`src/rtl/mul_ctrl.sv`:
```
// mul_ctrl: multi-cycle sequencer around an external unsigned 32x32->64
// combinational multiplier, executing the RV32M MUL/MULH/MULHSU/MULHU ops.
// Operands are converted to magnitudes and held while the multiplier
// settles for LATENCY cycles. The product is then sign-corrected, the
// requested word is selected, and the result is held until consumed.
module mul_ctrl #(
  parameter int LATENCY = 2            // settle cycles, 1..15
) (
  input  logic        clk,
  input  logic        rst,
  input  logic        in_valid,
  output logic        in_ready,
  input  logic [1:0]  op,
  input  logic [31:0] rs1,
  input  logic [31:0] rs2,
  input  logic        flush,
  output logic [31:0] mul_a,
  output logic [31:0] mul_b,
  input  logic [63:0] mul_p,
  output logic        out_valid,
  input  logic        out_ready,
  output logic [31:0] out_data
);

  localparam int CW = 4;

  localparam logic [1:0] OP_MUL    = 2'b00;
  localparam logic [1:0] OP_MULH   = 2'b01;
  localparam logic [1:0] OP_MULHSU = 2'b10;

  typedef enum logic [1:0] {IDLE, CALC, DONE} state_t;

  // Request context kept for the post-multiply correction.
  typedef struct packed {
    logic [1:0] op;
    logic       sa;
    logic       sb;
  } req_t;

  state_t          state, state_nxt;
  req_t            req;
  logic [CW-1:0]   cnt;
  logic            accept;
  logic            calc_end;
  logic            new_sa, new_sb;
  logic [63:0]     prod;
  logic [31:0]     res;

  assign accept   = in_valid & in_ready;
  assign calc_end = (state == CALC) && (cnt == '0);

  // Sign flags of the incoming request; MUL low word is sign-agnostic so it
  // always runs unsigned, MULHU likewise.
  always_comb begin
    new_sa = rs1[31] & ((op == OP_MULH) | (op == OP_MULHSU));
    new_sb = rs2[31] &  (op == OP_MULH);
  end

  // Correct the unsigned magnitude product and pick the requested word.
  always_comb begin
    prod = (req.sa ^ req.sb) ? (~mul_p + 64'd1) : mul_p;
    res  = (req.op == OP_MUL) ? prod[31:0] : prod[63:32];
  end

  // State register.
  always_ff @(posedge clk or posedge rst) begin
    if (rst) state <= IDLE;
    else     state <= state_nxt;
  end

  // Next-state logic; flush overrides everything, including a pending result.
  always_comb begin
    state_nxt = state;
    if (flush) begin
      state_nxt = IDLE;
    end else begin
      unique case (state)
        IDLE: if (accept)   state_nxt = CALC;
        CALC: if (calc_end) state_nxt = DONE;
        DONE: if (out_ready) state_nxt = accept ? CALC : IDLE;
        default:            state_nxt = IDLE;
      endcase
    end
  end

  // Handshake outputs: out_valid is a pure state decode, in_ready never
  // looks at in_valid.
  always_comb begin
    out_valid = (state == DONE);
    in_ready  = ~flush & ((state == IDLE) | ((state == DONE) & out_ready));
  end

  // Operand capture, settle countdown and result register.
  always_ff @(posedge clk or posedge rst) begin
    if (rst) begin
      req      <= '0;
      mul_a    <= '0;
      mul_b    <= '0;
      cnt      <= '0;
      out_data <= '0;
    end else if (accept) begin
      req.op   <= op;
      req.sa   <= new_sa;
      req.sb   <= new_sb;
      mul_a    <= new_sa ? (~rs1 + 32'd1) : rs1;
      mul_b    <= new_sb ? (~rs2 + 32'd1) : rs2;
      cnt      <= CW'(LATENCY - 1);
    end else if ((state == CALC) && !flush) begin
      if (cnt != '0) cnt      <= cnt - 1'b1;
      else           out_data <= res;
    end
  end

endmodule

```
`config.mk`:
```
export PLATFORM = sky130hd
export DESIGN_NAME = mul_ctrl
export DESIGN_NICKNAME = d
export VERILOG_FILES = /design/src/rtl/mul_ctrl.sv
export SDC_FILE = /design/constraint.sdc
export NUM_CORES = 1
export LEC_CHECK = 0
export ABC_AREA = 1
export CELL_PAD_IN_SITES_DETAIL_PLACEMENT = 2
export CELL_PAD_IN_SITES_GLOBAL_PLACEMENT = 2
export CORE_MARGIN = 2
export CORE_UTILIZATION = 23
export DETAILED_ROUTE_END_ITERATION = 8
export PLACE_DENSITY_LB_ADDON = 0.1
export SLEW_MARGIN = 25
export SYNTH_ARGS = -nofsm -noshare
export SYNTH_HDL_FRONTEND = slang
export SYNTH_SLANG_ARGS = --single-unit
```
`constraint.sdc`:
```
create_clock -name clk -period 3.75 [get_ports clk]
set_input_delay 0.9375 -clock clk [delete_from_list [all_inputs] [get_ports clk]]
set_output_delay 0.9375 -clock clk [all_outputs]
set_load 0.05 [all_outputs]
```
==> results.md, run 1 <==
* Crit path capture: out_data[19]$_DFFE_PP0P_
* Origin of the critical flop-to-flop path: req[1]$_DFFE_PP0N_
* P per Cell Area at 683.7 nW/um2
* Area of the die at ~37,000 um2
* Final Util at 0.3229
* Crit-path max FO at 4
* Buffers on Ports at around 230
* Most common cell in the synthesized netlist: nand2_1
* Yosys synthesis warning count at 0
* Xor/xnor share of the synthesized area at 0.02759
* Synth Area in Compound Gates at 0.1073
* Top cell type's share of synthesized area at 0.3214
* Post-synthesis simple-gate area fraction at 0.4430
* Main area contributors after synthesis: dfrtp_1 32%, nand2_1 19%, nand3_1 9.1%, nor2_1 8.9%, inv_1 6.1%
* Count of final setup violators at 0
* DR iter-0 viols at 330
* Slew Viols, Final at 0
* R2R depth at 10
* Leak pwr at 5.192 nW
* Largest net degree at the start of global routing at between 100 and 150
* Hold Crit Depth at 2
* WL/cell at between 15 and 20 um
* Die width at 193.4 um
* Slew @ Worst Pin at 0.9522 ns
* Global-route wire length before repair at between 60,000 and 70,000 um
* Largest family of logic cells by synthesized area: simple AND/OR/NAND/NOR gates
* Outcome: finished clean
* CTS clk-pin slew, worst paths at 0.08 ns
* Mapped cell area at around 8300 um2
* Number of synthesized flops with an enable pin at 0
* DR DRC count at 0
* Rows at 69
* CP startpoint: mul_p[30]
* Post-route clock period utilization at 0.7758
* Post-synth top area cell: dfrtp_1
* Fraction of registers with async set/reset at 1.000
* Buffer depth of the longest clock path at 2
* Initial core utilization at 0.2326
* Flops & latches, synth at approximately 110
* Post-synthesis sequential area ratio at 0.3214
* GR Overflow Total at 0
* Final Net Count at around 1,700
* Share of layout cells above drive strength 1 at 0.05226
* Via density at around 4.8
* Layout Skew at a little over 0.01 ns
* Gr usage total at 0.2147
* # resized after CTS at 0
* Area delta synth->final at 38.84%
* Post-DRT Antenna Nets at 0
* Htree depth at 3
* RSZ-0062 raised after global routing: no
* Critical path type: in2reg
* Clock Sinks at 106
* Setup bufs post-CTS at 0
* Worst vdd ir at about 290 uV
* Die Height at about 190 um
* WL final at ~40,000 um
* Mux cell area share after synthesis at 0
* Synth top cells by count: 417 x nand2_1, 195 x nor2_1, 150 x nand3_1, 135 x inv_1, 106 x dfrtp_1
* Setup TNS at 0 ns
* Number of hold buffers added after CTS at 0
* Post-synth cell types at 41
* Crit path capture type: flip-flop
* N_diodes at 0
* RePlAce Congestion at between 0.8 and 0.9
* Max-cap viol count at 0
* Post-Syn Nets at roughly 1,500
* Reg-to-reg setup timing slack at ~0.98 ns
* Vias in the first global route at between 10,000 and 15,000
* DR vias at 9,728
* Fmax achieved at roughly 340 MHz
* Initial antenna violation count at 3
* Synth Flop Type: dfrtp_1
* CORE AREA at around 35,000 um2
* DRT Pass-1 Iters at 4
* CTS tree: built
* Startpoint Class: primary input
* Clk_lat worst skew at roughly 0.38 ns
* R2r endpoint: out_data[20]$_DFFE_PP0P_
* Post-route minimum period at 2.909 ns
* Cts bufs inserted at 9
* Hold Slack at 0.4924 ns
* Hold WC Path Type: reg2reg
* DP HPWL at between 30,000 and 40,000 um
* Post-Synth Adder-Cell Area at 0.007580
* I/O Pins at about 230
* CTS Root Cell: clkbuf_16
* Hold Vio Cnt, Final at 0
* Critical Path AT at around 3.2 ns
* CP Data Required Time at ~4.1 ns
* Relative slew slack at 0.3652
* Mapped Cells at between 1,000 and 1,500
* Avg Cell Area, Syn at about 6.1 um2
## layout by cell type (no fill, tap or decap), types with 7 or more instances in the layout
cell             count
o21ai_1              7
a31oi_1              8
buf_4               14
xor2_1              24
or2_2                9
clkdlybuf4s50_1    231
nand3b_1            19
nand3_1            150
nand2_2             10
a21oi_1             53
nand2_4             10
nand4_1             13
inv_1              134
nand2_1            416
nor3_1              17
nor2_1             193
clkbuf_16            9
dfrtp_1            106
o21ai_0             85
## flip-flops by register name, indices dropped and copies added (netlist names)
signal and cells:
cnt 4, req 4, mul_b 32, state 2, mul_a 32, out_data 32
## worst min-delay path by stage
stage | from | to | slack (ns)
2_1_floorplan | req[2]$_DFFE_PP0N_ | req[2]$_DFFE_PP0N_ | 0.45
3_3_place_gp | mul_a[1]$_DFFE_PP0N_ | mul_a[1]$_DFFE_PP0N_ | 0.47
3_5_place_dp | mul_b[27]$_DFFE_PP0N_ | mul_b[27]$_DFFE_PP0N_ | 0.48
4_1_cts | mul_b[12]$_DFFE_PP0N_ | mul_b[12]$_DFFE_PP0N_ | 0.50
5_1_grt | mul_a[12]$_DFFE_PP0N_ | mul_a[12]$_DFFE_PP0N_ | 0.52
6_report | mul_b[7]$_DFFE_PP0N_ | mul_b[7]$_DFFE_PP0N_ | 0.49
## area by class of cell
cell class	instances	area (um2)
clock inverters	6	66.31
inverters	148	560.5
clock buffers	10	229.0
well taps	461	576.8
flip-flops and latches	106	2653
repair buffers	251	2529
fillers	4338	24020
multi-input cells	1048	4845
## per-stage QoR
step	worst slack, ns	cells	instance area, um2	total power, mW
after floorplan	0.02361	1343	8253	4.991
final	0.8408	2030	11460	7.835
after global routing	0.6750	2030	11460	8.404
after global placement	0.4836	2014	11160	6.795
after CTS	0.8986	2030	11450	7.982
after detailed placement	0.4979	2014	11160	6.865
## routing by layer
layer | part of all wire | track usage | wire length (um)
met2 | 0.49 | 0.3763 | 19410
met1 | 0.43 | 0.2612 | 17030
met5 | 0.0011 | 0 | 43
met3 | 0.047 | 0.04271 | 1865
met4 | 0.031 | 0.07351 | 1218
## cells by family (layout without fill, tap and decap cells)
logic type,count (synthesis),count (layout)
fa+ha+maj,5,5
flops,106,106
simple gates,850,850
compound gates,167,167
xor+xnor,26,26
buf+inv,189,415
## power by group
part           switching (mW)  internal, mW  total [mW]
Sequential              0.305          1.60        1.90
Clock                   0.523         0.522        1.05
Combinational            3.35          1.54        4.89
Total                    4.17          3.66        7.83
## worst max-delay path, stage by stage
cell             delay [ns]
clkdlybuf4s50_1        0.57
nor2_1                 0.31
nand2_1                0.15
nor2_1                 0.22
nand2_1                0.21
o21ai_0                0.42
nand2_1                0.10
nand2_1                0.08
nand3_1                0.07
a21oi_1                0.16
Power figures use the tool's default switching activity.
==> inputs of run 2 (changes only) <==
==> constraint.sdc (replaced) <==
create_clock -name clk -period 2.5 [get_ports clk]
set_input_delay 0.625 -clock clk [delete_from_list [all_inputs] [get_ports clk]]
set_output_delay 0.625 -clock clk [all_outputs]
set_load 0.05 [all_outputs]
==> run 2 against run 1 <==
  * Final area grew 10%
  * Total power up 54%
  * Sequential power rose by 51%
  * Wire length is 3.5% higher
  * Critical path depth down 8
  * Clock skew up 0.0076 ns
  * Via count up 5.7%
  * Hold slack got worse by 0.00085 ns
  * First-iteration DRC count increased by 0.61%
  * Die area stayed put
  * Critical endpoint is now out_valid
  * Largest cell class unchanged
==> results.md, run 2 (same netlist as run 1, synthesis figures left out) <==
* Critical Path AT at 1.76 ns (-1.46 ns)
* Initial antenna violation count at 2 (-1)
* FF+latch area at 2653 um2 (unchanged)
* Power Total at 12.04 mW (+54%)
* Largest net degree at the start of global routing at 61 (-42%)
* DR vias at 10,280 (+5.7%)
* Area of the die at 37,410 um2 (unchanged)
* Slew @ Worst Pin at 0.8825 ns (-0.06961 ns)
* CTS tree: built
* DR iter-0 viols at 332 (+0.61%)
* Hold Vio Cnt, Final at 0 (unchanged)
* Startpoint Class: flip-flop
* Global-route wire length before repair at 64,760 um (+3.3%)
* DP HPWL at 33,600 um (+6.7%)
* Share of layout cells above drive strength 1 at 0.1345 (+0.08224)
* DR DRC count at 0 (unchanged)
* Pre-CTS setup slack at -0.2573 ns (-0.7551 ns)
* Finished Layout Cells at 2,171 (+6.9%)
* Buffers on Ports at 232 (unchanged)
* I/O Pins at 233 (unchanged)
* Cts bufs inserted at 9 (unchanged)
* DP Area at 12,340 um2 (+11%)
* Outcome: finished clean
* Relative slew slack at 0.4108 (+0.04555)
* Final Util at 0.3563 (+0.03332)
* Layout Skew at 0.01788 ns (+0.007636 ns)
* Die width at 193.4 um (unchanged)
* Clock Sinks at 106 (unchanged)
* DRT Pass-1 Iters at 6 (+2)
* CP Data Required Time at 1.88 ns (-2.18 ns)
* Fillers at 4,304 (-0.78%)
* Buffer depth of the longest clock path at 2 (unchanged)
* Crit-path max FO at 4 (unchanged)
* Max-cap viol count at 0 (unchanged)
* CORE AREA at 35,480 um2 (unchanged)
* Post-route minimum period at 2.383 ns
* Via density at 4.736 (-1.2%)
* Count of final setup violators at 0 (unchanged)
* Slew Viols, Final at 0 (unchanged)
* RSZ-0062 raised after global routing: no
* Worst vdd ir at 449.2 uV (+57%)
* Gr usage total at 0.2204 (+0.005796)
* Hold Slack at 0.4915 ns (-0.0008480 ns)
* CTS Root Cell: clkbuf_16
* Post-route clock period utilization at 0.9534
* RePlAce Congestion at 0.8715 (+1.1%)
* Post-DRT Antenna Nets at 0 (unchanged)
* N_diodes at 0 (unchanged)
* CTS clk-pin slew, worst paths at 0.08 ns (about the same)
* Setup bufs post-CTS at 0 (unchanged)
* Area of the multi-input gates at 4858 um2 (+0.28%)
* Die Height at 193.4 um (unchanged)
* Commonest non-fill, non-tap cells in the layout: 416 x nand2_1, 230 x clkdlybuf4s50_1, 191 x nor2_1, 150 x nand3_1, 149 x buf_4
* Post-route design area at 12,640 um2 (+10%)
* Hold WC Path Type: reg2reg
* Setup TNS at 0 ns (unchanged)
* Rows at 69 (unchanged)
* Number of hold buffers added after CTS at 0 (unchanged)
* Dpl cells at 2,156 (+7.1%)
* Htree depth at 3 (unchanged)
* Area delta synth->final at 53.17%
* Clk_lat worst skew at 0.37 ns (about the same)
* WL final at 40,970 um (+3.5%)
* Biggest regs: mul_a x32, mul_b x32, out_data x32
* Critical path type: reg2out
* WL/cell at 18.87 um (-3.2%)
* Final Net Count at 1,846 (+8.3%)
* Crit path capture type: output pin
* Setup ws final at 0.1166 ns (-0.7242 ns)
* P per Cell Area at 952.6 nW/um2 (+39%)
* Initial core utilization at 0.2326 (unchanged)
* Leak pwr at 5.921 nW (+14%)
* Commonest non-fill, non-tap cell in the layout: nand2_1
* Vias in the first global route at 11,600 (+8.0%)
* Fmax achieved at between 400 and 500 MHz
* GR Overflow Total at 0 (unchanged)
run 2: cell count changes in the layout (fill, tap and decap cells not counted), sizes merged:
| cell | delta |
|---|---|
| buf | +143 |
| clkbuf | -1 |
| clkdlybuf4s50 | -1 |
| clkinvlp | -1 |
| inv | +1 |
run 2: final timing paths:
path	from	slack (ns)	endpoint	cells after the start
hold reg to reg	mul_a[25]$_DFFE_PP0N_	0.49	mul_a[25]$_DFFE_PP0N_	2
max in group asynchronous	rst	1.30	mul_b[2]$_DFFE_PP0N_	3
min in group asynchronous	rst	0.64	out_data[25]$_DFFE_PP0P_	2
setup / recovery	state[0]$_DFFE_PP0P_	0.12	out_valid	2
setup reg to reg	req[1]$_DFFE_PP0N_	0.41	out_data[11]$_DFFE_PP0P_	11
hold / removal	mul_a[25]$_DFFE_PP0N_	0.49	mul_a[25]$_DFFE_PP0N_	2
run 2: layout make-up:
| class | count | area share |
|---|---|---|
| multi-input cells | 1048 | 0.3843 |
| repair buffers | 393 | 0.2928 |
| flip-flops and latches | 106 | 0.2098 |
| well taps | 461 | 0.04563 |
| inverters | 148 | 0.04444 |
| clock buffers | 9 | 0.01782 |
| clock inverters | 6 | 0.005147 |
run 2: power by group:
group	internal, mW	switching [mW]	total, mW	leakage, nW
logic	2.56	5.06	7.62	4.50
clock network	0.780	0.778	1.56	0.142
registers	2.40	0.464	2.86	1.28
run 2: per-layer routing:
| metal | global-route usage | part of all wire | vias up |
|---|---|---|---|
| li1 | - | - | 5004 |
| met1 | 0.2662 | 0.43 | 5044 |
| met2 | 0.3951 | 0.50 | 180 |
| met3 | 0.03434 | 0.037 | 50 |
| met4 | 0.07803 | 0.030 | 4 |
| met5 | 0 | 0.00071 | - |
run 2: repair_timing:
action,in CTS,in global routing
gates resized for setup,0,8
endpoints found under the setup margin,0,7
endpoints found under the hold margin,0,0
run 2: worst max-delay path: stages (launching register included):
cell and delay, ns:
dfrtp_1 0.45, nor2_1 0.13, clkdlybuf4s50_1 0.81
==> inputs of run 3 (changes only) <==
--- a/config.mk
+++ b/config.mk
@@ -10,6 +10,7 @@
 export CELL_PAD_IN_SITES_GLOBAL_PLACEMENT = 2
 export CORE_MARGIN = 2
 export CORE_UTILIZATION = 23
+export CTS_CLUSTER_SIZE = 40
 export DETAILED_ROUTE_END_ITERATION = 8
 export PLACE_DENSITY_LB_ADDON = 0.1
 export SLEW_MARGIN = 25
==> results of run 3 <==
Same layout as run 2: the final DEF is identical, and so are final timing and power.
